==> src/rtl/rpn_pkg.sv <==
// Shared types and opcode rules for the RPN stack engine.
package rpn_pkg;

    typedef enum logic [3:0] {
        OP_PUSH = 4'd0,
        OP_GT   = 4'd1,
        OP_NEG  = 4'd2,
        OP_ADD  = 4'd3,
        OP_MUL  = 4'd4,
        OP_SWAP = 4'd5,
        OP_LOAD = 4'd6,
        OP_POP  = 4'd7,
        OP_DUP  = 4'd8,
        OP_OVER = 4'd9,
        OP_CLR  = 4'd10
    } op_t;

    typedef enum logic [1:0] {
        ERR_OVF     = 2'd0,
        ERR_UNF     = 2'd1,
        ERR_RANGE   = 2'd2,
        ERR_ILLEGAL = 2'd3
    } err_t;

    typedef enum logic {
        IDLE = 1'b0,
        MUL  = 1'b1
    } state_t;

    localparam int MIN_D_GT   = 1;
    localparam int MIN_D_NEG  = 1;
    localparam int MIN_D_ADD  = 2;
    localparam int MIN_D_MUL  = 2;
    localparam int MIN_D_SWAP = 2;
    localparam int MIN_D_LOAD = 2;
    localparam int MIN_D_POP  = 1;
    localparam int MIN_D_DUP  = 1;
    localparam int MIN_D_OVER = 2;

    function automatic int min_depth(input op_t op);
        case (op)
            OP_GT:   return MIN_D_GT;
            OP_NEG:  return MIN_D_NEG;
            OP_ADD:  return MIN_D_ADD;
            OP_MUL:  return MIN_D_MUL;
            OP_SWAP: return MIN_D_SWAP;
            OP_LOAD: return MIN_D_LOAD;
            OP_POP:  return MIN_D_POP;
            OP_DUP:  return MIN_D_DUP;
            OP_OVER: return MIN_D_OVER;
            default: return 0;
        endcase
    endfunction

    function automatic logic grows(input op_t op);
        return (op == OP_PUSH) || (op == OP_DUP) || (op == OP_OVER);
    endfunction

endpackage

==> src/rtl/rpn_stack_ram.sv <==
// Below-top stack storage: asynchronous read, synchronous write.
module rpn_stack_ram #(
    parameter int W      = 16,
    parameter int D_LOG2 = 4
) (
    input  logic              clk,
    input  logic              we,
    input  logic [D_LOG2-1:0] waddr,
    input  logic [W-1:0]      wdata,
    input  logic [D_LOG2-1:0] raddr,
    output logic [W-1:0]      rdata
);

    logic [W-1:0] mem [2**D_LOG2];

    always_ff @(posedge clk) begin
        if (we) mem[waddr] <= wdata;
    end

    assign rdata = mem[raddr];

endmodule

==> src/rtl/rpn_stack_engine.sv <==
// RPN stack engine: registered top, RAM-backed remainder, iterative multiplier.
// Define RPN_SAT_EN for saturating ADD/MUL/NEG instead of wrapping.
module rpn_stack_engine
    import rpn_pkg::*;
#(
    parameter int W      = 16,
    parameter int D_LOG2 = 4
) (
    input  logic              clk,
    input  logic              nrst,
    input  logic              cmd_valid,
    output logic              cmd_ready,
    input  logic [3:0]        cmd_op,
    input  logic [W-1:0]      cmd_data,
    output logic [W-1:0]      top,
    output logic [D_LOG2:0]   depth,
    output logic              err,
    output logic [1:0]        err_code
);

    localparam int DW = D_LOG2 + 1;
    localparam logic [DW-1:0] CAP_D = DW'(2**D_LOG2);
    localparam int CW = $clog2(W);
    localparam logic [CW-1:0] CNT_LAST = CW'(W - 1);
`ifdef RPN_SAT_EN
    localparam int PW = 2 * W;
    localparam logic [W-1:0] MAXV = {1'b0, {(W-1){1'b1}}};
    localparam logic [W-1:0] MINV = {1'b1, {(W-1){1'b0}}};
    localparam logic signed [PW-1:0] PMAX = {{(PW-W+1){1'b0}}, {(W-1){1'b1}}};
    localparam logic signed [PW-1:0] PMIN = {{(PW-W+1){1'b1}}, {(W-1){1'b0}}};
`else
    localparam int PW = W;
`endif

    function automatic logic [W-1:0] sat_add(input logic signed [W-1:0] a,
                                             input logic signed [W-1:0] b);
`ifdef RPN_SAT_EN
        logic signed [W:0] s;
        s = {a[W-1], a} + {b[W-1], b};
        if (s[W] != s[W-1]) return s[W] ? MINV : MAXV;
        return s[W-1:0];
`else
        return a + b;
`endif
    endfunction

    function automatic logic [W-1:0] sat_neg(input logic signed [W-1:0] a);
`ifdef RPN_SAT_EN
        if (a == MINV) return MAXV;
`endif
        return -a;
    endfunction

    function automatic logic [W-1:0] mul_res(input logic signed [PW-1:0] p);
`ifdef RPN_SAT_EN
        if (p > PMAX) return MAXV;
        if (p < PMIN) return MINV;
        return p[W-1:0];
`else
        return p;
`endif
    endfunction

    state_t                state;
    err_t                  err_code_r;
    logic [CW-1:0]         cnt;
    logic signed [W-1:0]   top_s;
    logic signed [W-1:0]   second;
    logic [W-1:0]          rdata;
    logic [DW-1:0]         dm1;
    logic [D_LOG2-1:0]     dm1_a, dm2_a, ld_a, raddr, waddr;
    logic                  accept, bad, we, start_mul;
    err_t                  bad_code;
    op_t                   op;
    logic [W-1:0]          nxt_top;
    logic [DW-1:0]         nxt_depth;
    logic signed [PW-1:0]  acc_p0, mcand_p0, addend, acc_nxt;
    logic [W-1:0]          mplier_p0;

    assign cmd_ready = (state == IDLE);
    assign accept    = cmd_valid && cmd_ready;
    assign op        = op_t'(cmd_op);
    assign top_s     = top;
    assign err_code  = err_code_r;
    assign second    = rdata;

    // Element k>=1 lives at mem[depth-1-k]; addresses wrap modulo capacity.
    assign dm1   = depth - DW'(1);
    assign dm1_a = depth[D_LOG2-1:0] - D_LOG2'(1);
    assign dm2_a = depth[D_LOG2-1:0] - D_LOG2'(2);
    assign ld_a  = dm2_a - top[D_LOG2-1:0];
    assign raddr = (op == OP_LOAD) ? ld_a : dm2_a;

    rpn_stack_ram #(.W(W), .D_LOG2(D_LOG2)) u_ram (
        .clk   (clk),
        .we    (we),
        .waddr (waddr),
        .wdata (top),
        .raddr (raddr),
        .rdata (rdata)
    );

    always_comb begin
        bad       = 1'b0;
        bad_code  = ERR_OVF;
        nxt_top   = top;
        nxt_depth = depth;
        we        = 1'b0;
        waddr     = dm1_a;
        if (cmd_op > 4'd10) begin
            bad      = 1'b1;
            bad_code = ERR_ILLEGAL;
        end else if (depth < DW'(min_depth(op))) begin
            bad      = 1'b1;
            bad_code = ERR_UNF;
        end else if (grows(op) && depth == CAP_D) begin
            bad      = 1'b1;
            bad_code = ERR_OVF;
        end else if (op == OP_LOAD && !(top < W'(dm1))) begin
            bad      = 1'b1;
            bad_code = ERR_RANGE;
        end
        case (op)
            OP_PUSH: begin
                nxt_top   = cmd_data;
                nxt_depth = depth + DW'(1);
                we        = (depth != '0);
            end
            OP_GT:   nxt_top = {{(W-1){1'b0}}, (!top[W-1] && top != '0)};
            OP_NEG:  nxt_top = sat_neg(top_s);
            OP_ADD: begin
                nxt_top   = sat_add(second, top_s);
                nxt_depth = dm1;
            end
            OP_SWAP: begin
                nxt_top = second;
                we      = 1'b1;
                waddr   = dm2_a;
            end
            OP_LOAD: nxt_top = second;
            OP_POP: begin
                nxt_top   = (depth == DW'(1)) ? '0 : second;
                nxt_depth = dm1;
            end
            OP_DUP: begin
                nxt_depth = depth + DW'(1);
                we        = 1'b1;
            end
            OP_OVER: begin
                nxt_top   = second;
                nxt_depth = depth + DW'(1);
                we        = 1'b1;
            end
            default: ;
        endcase
        if (!accept || bad) we = 1'b0;
        start_mul = accept && !bad && (op == OP_MUL);
    end

    // Signed shift-add: the last multiplier bit carries negative weight.
    always_comb begin
        addend  = mplier_p0[0] ? mcand_p0 : '0;
        acc_nxt = (cnt == CNT_LAST) ? acc_p0 - addend : acc_p0 + addend;
    end

    always_ff @(posedge clk) begin
        if (start_mul) begin
            acc_p0    <= '0;
            mcand_p0  <= PW'(top_s);
            mplier_p0 <= second;
        end else if (state == MUL) begin
            acc_p0    <= acc_nxt;
            mcand_p0  <= mcand_p0 <<< 1;
            mplier_p0 <= mplier_p0 >> 1;
        end
    end

    always_ff @(posedge clk or negedge nrst) begin
        if (!nrst) begin
            state      <= IDLE;
            top        <= '0;
            depth      <= '0;
            err        <= 1'b0;
            err_code_r <= ERR_OVF;
            cnt        <= '0;
        end else begin
            case (state)
                IDLE: begin
                    if (accept) begin
                        if (bad) begin
                            err <= 1'b1;
                            if (!err) err_code_r <= bad_code;
                        end else if (op == OP_CLR) begin
                            err        <= 1'b0;
                            err_code_r <= ERR_OVF;
                        end else if (op == OP_MUL) begin
                            state <= MUL;
                            cnt   <= '0;
                        end else begin
                            top   <= nxt_top;
                            depth <= nxt_depth;
                        end
                    end
                end
                MUL: begin
                    cnt <= cnt + CW'(1);
                    if (cnt == CNT_LAST) begin
                        top   <= mul_res(acc_nxt);
                        depth <= dm1;
                        state <= IDLE;
                    end
                end
                default: state <= IDLE;
            endcase
        end
    end

endmodule

==> config.mk <==
export PLATFORM = sky130hd
export DESIGN_NAME = rpn_stack_engine
export DESIGN_NICKNAME = d
export VERILOG_FILES = /design/src/rtl/rpn_pkg.sv /design/src/rtl/rpn_stack_ram.sv /design/src/rtl/rpn_stack_engine.sv
export SDC_FILE = /design/constraint.sdc
export NUM_CORES = 1
export LEC_CHECK = 0
export ABC_CLOCK_PERIOD_IN_PS = 5300
export CAP_MARGIN = 20
export CORE_UTILIZATION = 30
export DETAILED_ROUTE_END_ITERATION = 6
export HOLD_SLACK_MARGIN = 0.05
export PLACE_DENSITY = 0.45
export SETUP_SLACK_MARGIN = 0.2
export SYNTH_ARGS = -nofsm -noshare
export SYNTH_HDL_FRONTEND = slang
export SYNTH_HIERARCHICAL = 1
export SYNTH_SLANG_ARGS = --single-unit
==> constraint.sdc <==
create_clock -name clk -period 5.3 [get_ports clk]
set_input_delay 1.325 -clock clk [delete_from_list [all_inputs] [get_ports clk]]
set_output_delay 1.325 -clock clk [all_outputs]
set_load 0.02 [all_outputs]
* Word level (Yosys, flattened, before mapping)
Memories as Yosys holds them, arrays and structs flattened.
Index checks and enable logic that the tools add are counted.
** Word-level totals
- Flip-flop bits (word level) :: 77
- Bits in writable memories :: 256
- Bits in read-only memories :: 32
- Input port bits :: 23
- Output and inout bits :: 25
- Logic and storage cells :: 126
- Memories :: 2
** Cells by class
- Add/sub/neg operators :: 10
- Order comparisons :: 3
- Equal/unequal tests :: 22
- Multiplexer cells :: 52
- Bitwise gates (word level) :: 1
- Reduce and logical (&&, ||, !) cells :: 27
** Memory list
- u_ram.mem :: depth 16, width 16, read ports 1, clocked after Yosys merged registers in 0, write ports 1, RTL line rpn_stack_ram.sv:14 : logic [W-1:0] mem [2**D_LOG2];
- (no name shown) :: depth 16, width 2, read ports 1, clocked after Yosys merged registers in 0, write ports 0, RTL line rpn_pkg.sv:41 : case (op)
** Operators with widths (number)
- 2-to-1 mux 16 bit :: 12
- case mux 16 bit (6 select lines) :: 1
- adder 16 bit :: 2
- case mux 16 bit (2 select lines) :: 1
- 2-to-1 mux 5 bit :: 6
- 2-to-1 mux 4 bit :: 6
- case mux 5 bit (2 select lines) :: 2
- equality test 4 x 3 -> 1 bit, second input constant :: 4
- equality test 4 bit, second input constant :: 4
- less-than comparator 16 x 5 -> 1 bit :: 1
- negator 16 bit :: 1
- nonzero test 16 bit :: 1
- subtractor 16 bit :: 1
- 2-to-1 mux 1 bit :: 14
- 2-to-1 mux 2 bit :: 7
- AND reduction 6 bit :: 2
- OR reduction 3 bit :: 3
- equality test 4 x 2 -> 1 bit, second input constant :: 2
- != test 2 bit, second input constant :: 4
- case mux 4 bit (2 select lines) :: 1
- AND reduction 4 bit :: 2
- != test 7 x 2 -> 1 bit, second input constant :: 1
- logical AND 1 bit :: 6
- != test 2 x 1 -> 1 bit, second input constant :: 3
- other kinds (21) :: 28

* Longest topological paths before layout
- Depth in word-level cells :: 12
- Gate-level depth with buffers :: 22
- Gate-level depth less buffers :: 20

* Cells and area by module
The synthesis kept the hierarchy.
** Modules (own cells, without submodules)
- rpn_stack_ram :: instances 1, cells each 416, area each 9721.8 µm², seq. area each 7687.4 µm²
- rpn_stack_engine :: instances 1, cells each 753, area each 6512.5 µm², seq. area each 2006.9 µm²

* Worst setup path before layout
No wires, ideal clock.
- Path kind :: input-to-reg
- From :: in cmd_op[3]
- To :: reg top[12]
- Setup time :: 0.141 ns
- Arrival time :: 5.282 ns
- Data required time :: 5.159 ns
- Path slack :: -0.123 ns
- Cell stages on the path :: 19
- Path buffers :: 4
- Cell sequence :: clkbuf_1 nor2b_1 clkbuf_1 nand2_1 mux2_2 buf_6 buf_4 mux4_2 a22oi_1 nand2_1 ha_1 fa_1 a211oi_1 o21bai_1 a31oi_1 o31ai_1 nor3b_1 o311ai_0 nand3_1
** Between the ends
- Word-level cells in the longest chain between the ends :: 10
- Elaborated cells between the ends (all ways) :: 39
- Classes of those cells :: add/sub (1); order compare (2); eq/ne (14); mux (13); reduce/logical (7); memory (2)
** Ends and longest elaborated chain
- start, declared :: RTL line rpn_stack_engine.sv:13 : input logic [3:0] cmd_op,
- equality test 4 x 3 -> 1 bit :: RTL line rpn_stack_engine.sv:92 : assign raddr = (op == OP_LOAD) ? ld_a : dm2_a;
- 2-to-1 mux 4 bit :: RTL line rpn_stack_engine.sv:92
- named net raddr[0] :: RTL line rpn_stack_engine.sv:71 : logic [D_LOG2-1:0] dm1_a, dm2_a, ld_a, raddr, waddr;
- memory read (16 x 16 bit)
- named net rdata[0] :: RTL line rpn_stack_engine.sv:69 : logic [W-1:0] rdata;
- adder 16 bit :: RTL line rpn_stack_engine.sv:43 : return a + b;
- case mux 16 bit (6 select lines) :: RTL line rpn_stack_engine.sv:123 : case (op)
- 2-to-1 mux 16 bit :: RTL line rpn_stack_engine.sv:196 : end else if (op == OP_MUL) begin
- 2-to-1 mux 16 bit :: RTL line rpn_stack_engine.sv:193 : end else if (op == OP_CLR) begin
- 2-to-1 mux 16 bit :: RTL line rpn_stack_engine.sv:190 : if (bad) begin
- 2-to-1 mux 16 bit :: RTL line rpn_stack_engine.sv:189 : if (accept) begin
- case mux 16 bit (2 select lines) :: RTL line rpn_stack_engine.sv:187 : case (state)
- end signal, assigned :: RTL line rpn_stack_engine.sv:200 : top <= nxt_top;
- end signal, assigned :: RTL line rpn_stack_engine.sv:208 : top <= mul_res(acc_nxt);
- end, declared :: RTL line rpn_stack_engine.sv:15 : output logic [W-1:0] top,
The timed path passes the listed nets, and every way through them passes these cells. The select of a mux whose other input is x is not followed.
A chain may end at the register's enable or synchronous reset.

* Worst setup path after layout
- From :: in cmd_op[0]
- To :: reg top[8]
The elaborated chain is that of the path after synthesis.

==> impl_metrics.toml <==
[placed_design]
hpwl_um = 31540
place_area_um2 = 18800
place_congestion = 0.8204
port_buffers = 47
dp.cells = 2001

[logic_synthesis]
syn_avg_cell_area_um2 = 13.89
yosysMostFrequentCell = "edfxtp_1"
synth.top_cell.area_share = 0.5327
yosys_most_used_dff = "edfxtp_1"
synth_cells = 1169
ys.warnings.count = 6
netlist_top_cells_count = "288 x edfxtp_1, 96 x nand2_1, 77 x nor2_1, 59 x a21oi_1, 54 x mux4_2"
synth.distinct_cells = 75
synth_area_leaders = "edfxtp_1 53%, mux4_2 7.5%, dfrtp_1 4.5%"
synth_edf_count = 288
netlist_area_um2 = 16230
synth_fp_nets = 1248
synth_largest_area_cell = "edfxtp_1"
ys_seq_elements = 333
yosysSeqAreaShare = 0.5971
ys_async_sr_fraction = 0.08709

[floorplanning]
die_h_um = 234.6
start_util = 0.3065
row_count = 84
io_pins = 48
core_area_um2 = 52970
design.die.area_um2 = 55050
die_x_um = 234.6

[min_path]
hp-start = "acc_p0[13]"
min_delay_worst_endpoint = "acc_p0[13]"
min_path_cells = 2
hold_path_class = "flip-flop to flip-flop"

[clock_network]
cts.sinks = 333
worstSkewPairLatency_ns = 0.58
cts_tree = "yes"
cts-root-buf = "clkbuf_16"
cts_htree_levels = 2
cts_buffers = 40
cts_buffer_depth = 3
clk_pin_slew_worst_paths_ns = 0.06

[critical_path]
end_kind = "flip-flop"
cp.required_ns = 5.76
reg2regPathDepth = 22
crit_type = "input pin to flip-flop"
crit_path_frequent_cell = "buf_12"
cp_slowest_cell = "clkdlybuf4s50_1"
cp-startpoint = "cmd_op[0]"
rrSetupSlack_ns = 0.79
r2r_end = "top[13]"
max_stage_delay_ns = 0.48
path_max_fanout = 17
path_cells = "clkdlybuf4s50_1, inv_1, ha_2, nand2_4, buf_4, nor2_1, a21oi_4, buf_12, buf_12, buf_12, mux4_2, a22oi_1, nand2_1, ha_1, or3_1, o21bai_4, a31oi_1, xnor2_1, a221oi_1, o211ai_1, o21a_1"
timing.rr.start = "depth[2]"
crit_arrival_ns = 5.38
startpoint_type = "input pin"

[power_and_ir_drop]
p_total_mw = 15.74
p_leak_nw = 7.233
p_per_area_nw_per_um2 = 768.6
ir_worst_vdd_v = 0.0003761

[finish]
finalInstanceArea_um2 = 20480
syn_to_final_growth_pct = 26.17
fin_util = 0.3867
nNetsFinal = 1445
n_antenna_cell = 0
drive_gt1_frac = 0.2507
final_cells = 2084

[global_route]
grt_pass1_vias = 11200
grt_first_pass_wirelength_um = 71450
antenna_found_initial = 0
grt_max_degree = 36
overflow = 0
grt_use_total = 0.1725

[routing]
dr.pass1.iters = 5
drcViolationCount = 0
wl_per_cell_um = 22.55
finalWirelength_um = 47000
drtIter0Drc = 717
vias = 10900
via_per_inst = 5.229
ant_nets = 0

[sta]
fmax_mhz = 203.5
fin_crit_ns = 4.914
timing.hold.ws_ns = 0.4700
worst_slew_pin_slew_ns = 0.8299
fin_crit_sh = 0.9273
hold_violations = 0
worst_clock_skew_ns = 0.02988
final-max-slew-violation-count = 0
relSlewSlack = 0.4425
setup_viol = 0
rsz0062_at_grt = "yes"

[run]
maxCapViolCount = 0

[outcome]
status = "finished clean"
-- layout by cell type, fill, tap and decap left out, types with 9 or more instances in the layout --
master           count
nand2_1             92
a31oi_1             14
dfxtp_1             16
xnor2_1             28
clkbuf_16           41
or3_1                9
a21o_1              15
mux4_2              54
buf_4              136
nand2b_1            11
clkinv_2             9
a22oi_2             11
mux4_1              10
mux2i_1             11
mux2_1              22
inv_1               26
nor2_2              14
edfxtp_1           288
ha_1                46
dfrtp_1             29
clkdlybuf4s50_1     46
nand3_1             23
o211ai_1            20
o21a_1               9
a21oi_1             57
buf_12              21
nor3_1              13
a22oi_1             23
nor2_1              64
xor2_1              18
o21ai_0             45
-- cells by family after synthesis --
kind of cell / count (synthesis) / synth area share
AND/OR/NAND/NOR: 286 / 0.08501
AO/OA/AOI/OAI: 261 / 0.1074
buffers and inverters: 81 / 0.02189
adder cells (fa/ha/maj): 56 / 0.04455
multiplexers: 105 / 0.1187
flip-flops: 333 / 0.5971
XOR/XNOR: 47 / 0.02536
-- sequential cells by signal, summed over array words and instances, names as in the netlist --
name	flops
u_ram/mem	256
state	1
mplier_p0	16
depth	5
top	16
cnt	4
acc_p0	16
err_code	2
err	1
mcand_p0	16
-- per-layer routing --
| metal | share of wire | GRT usage | wire length, um | vias to the layer above |
|---|---|---|---|---|
| met5 | 0 | 0 | 0 | - |
| met4 | 0.022 | 0.05383 | 1021 | 0 |
| met3 | 0.045 | 0.02726 | 2117 | 64 |
| met2 | 0.47 | 0.2780 | 22060 | 250 |
| met1 | 0.46 | 0.2383 | 21800 | 5569 |
| li1 | - | - | - | 5014 |
-- worst max-delay path by stage --
stage	endpoint	slack, ns	depth (start not counted)
6_report	top[8]	0.39	21
2_1_floorplan	top[12]	0.11	19
4_1_cts	top[12]	0.21	18
3_5_place_dp	top[12]	-0.48	18
5_1_grt	top[12]	0.18	21
3_3_place_gp	top[12]	-0.48	18
-- critical path: cells and delay by family --
kind	cells	cell delay (ns)
fa+ha+maj	2	0.42
mux	1	0.30
compound gates	7	1.36
simple gates	4	0.65
xor+xnor	1	0.10
buf+inv	6	1.18
-- repair_timing --
action | CTS | global route
pin swaps | 0 | 17
endpoints found under the setup margin | 4 | 10
gates resized for setup | 5 | 41
buffers inserted | 0 | 9
cloned | 1 | 1
hold buffers | 0 | 0
-- through the flow --
| stage | setup TNS (ns) | worst slack, ns |
|---|---|---|
| final | 0 | 0.3855 |
| after global routing | 0 | 0.1806 |
| after CTS | 0 | 0.2115 |
| after detailed placement | -3.588 | -0.4774 |
| after global placement | -3.450 | -0.4825 |
| after floorplan | 0 | 0.1054 |
-- layout make-up --
type | count | area [um^2]
Fill cell | 5014 | 32490
Sequential cell | 333 | 9694
Multi-Input combinational cell | 756 | 6482
Timing Repair Buffer | 209 | 1993
Clock buffer | 47 | 1037
Tap cell | 688 | 860.8
Clock inverter | 25 | 317.8
Inverter | 26 | 97.59
-- power breakdown --
part | leakage [nW] | internal [mW] | switching, mW | total, mW
logic | 3.49 | 4.15 | 4.95 | 9.10
registers | 3.08 | 3.55 | 0.250 | 3.80
clock network | 0.661 | 1.71 | 1.14 | 2.84
Power figures use the tool's default switching activity.
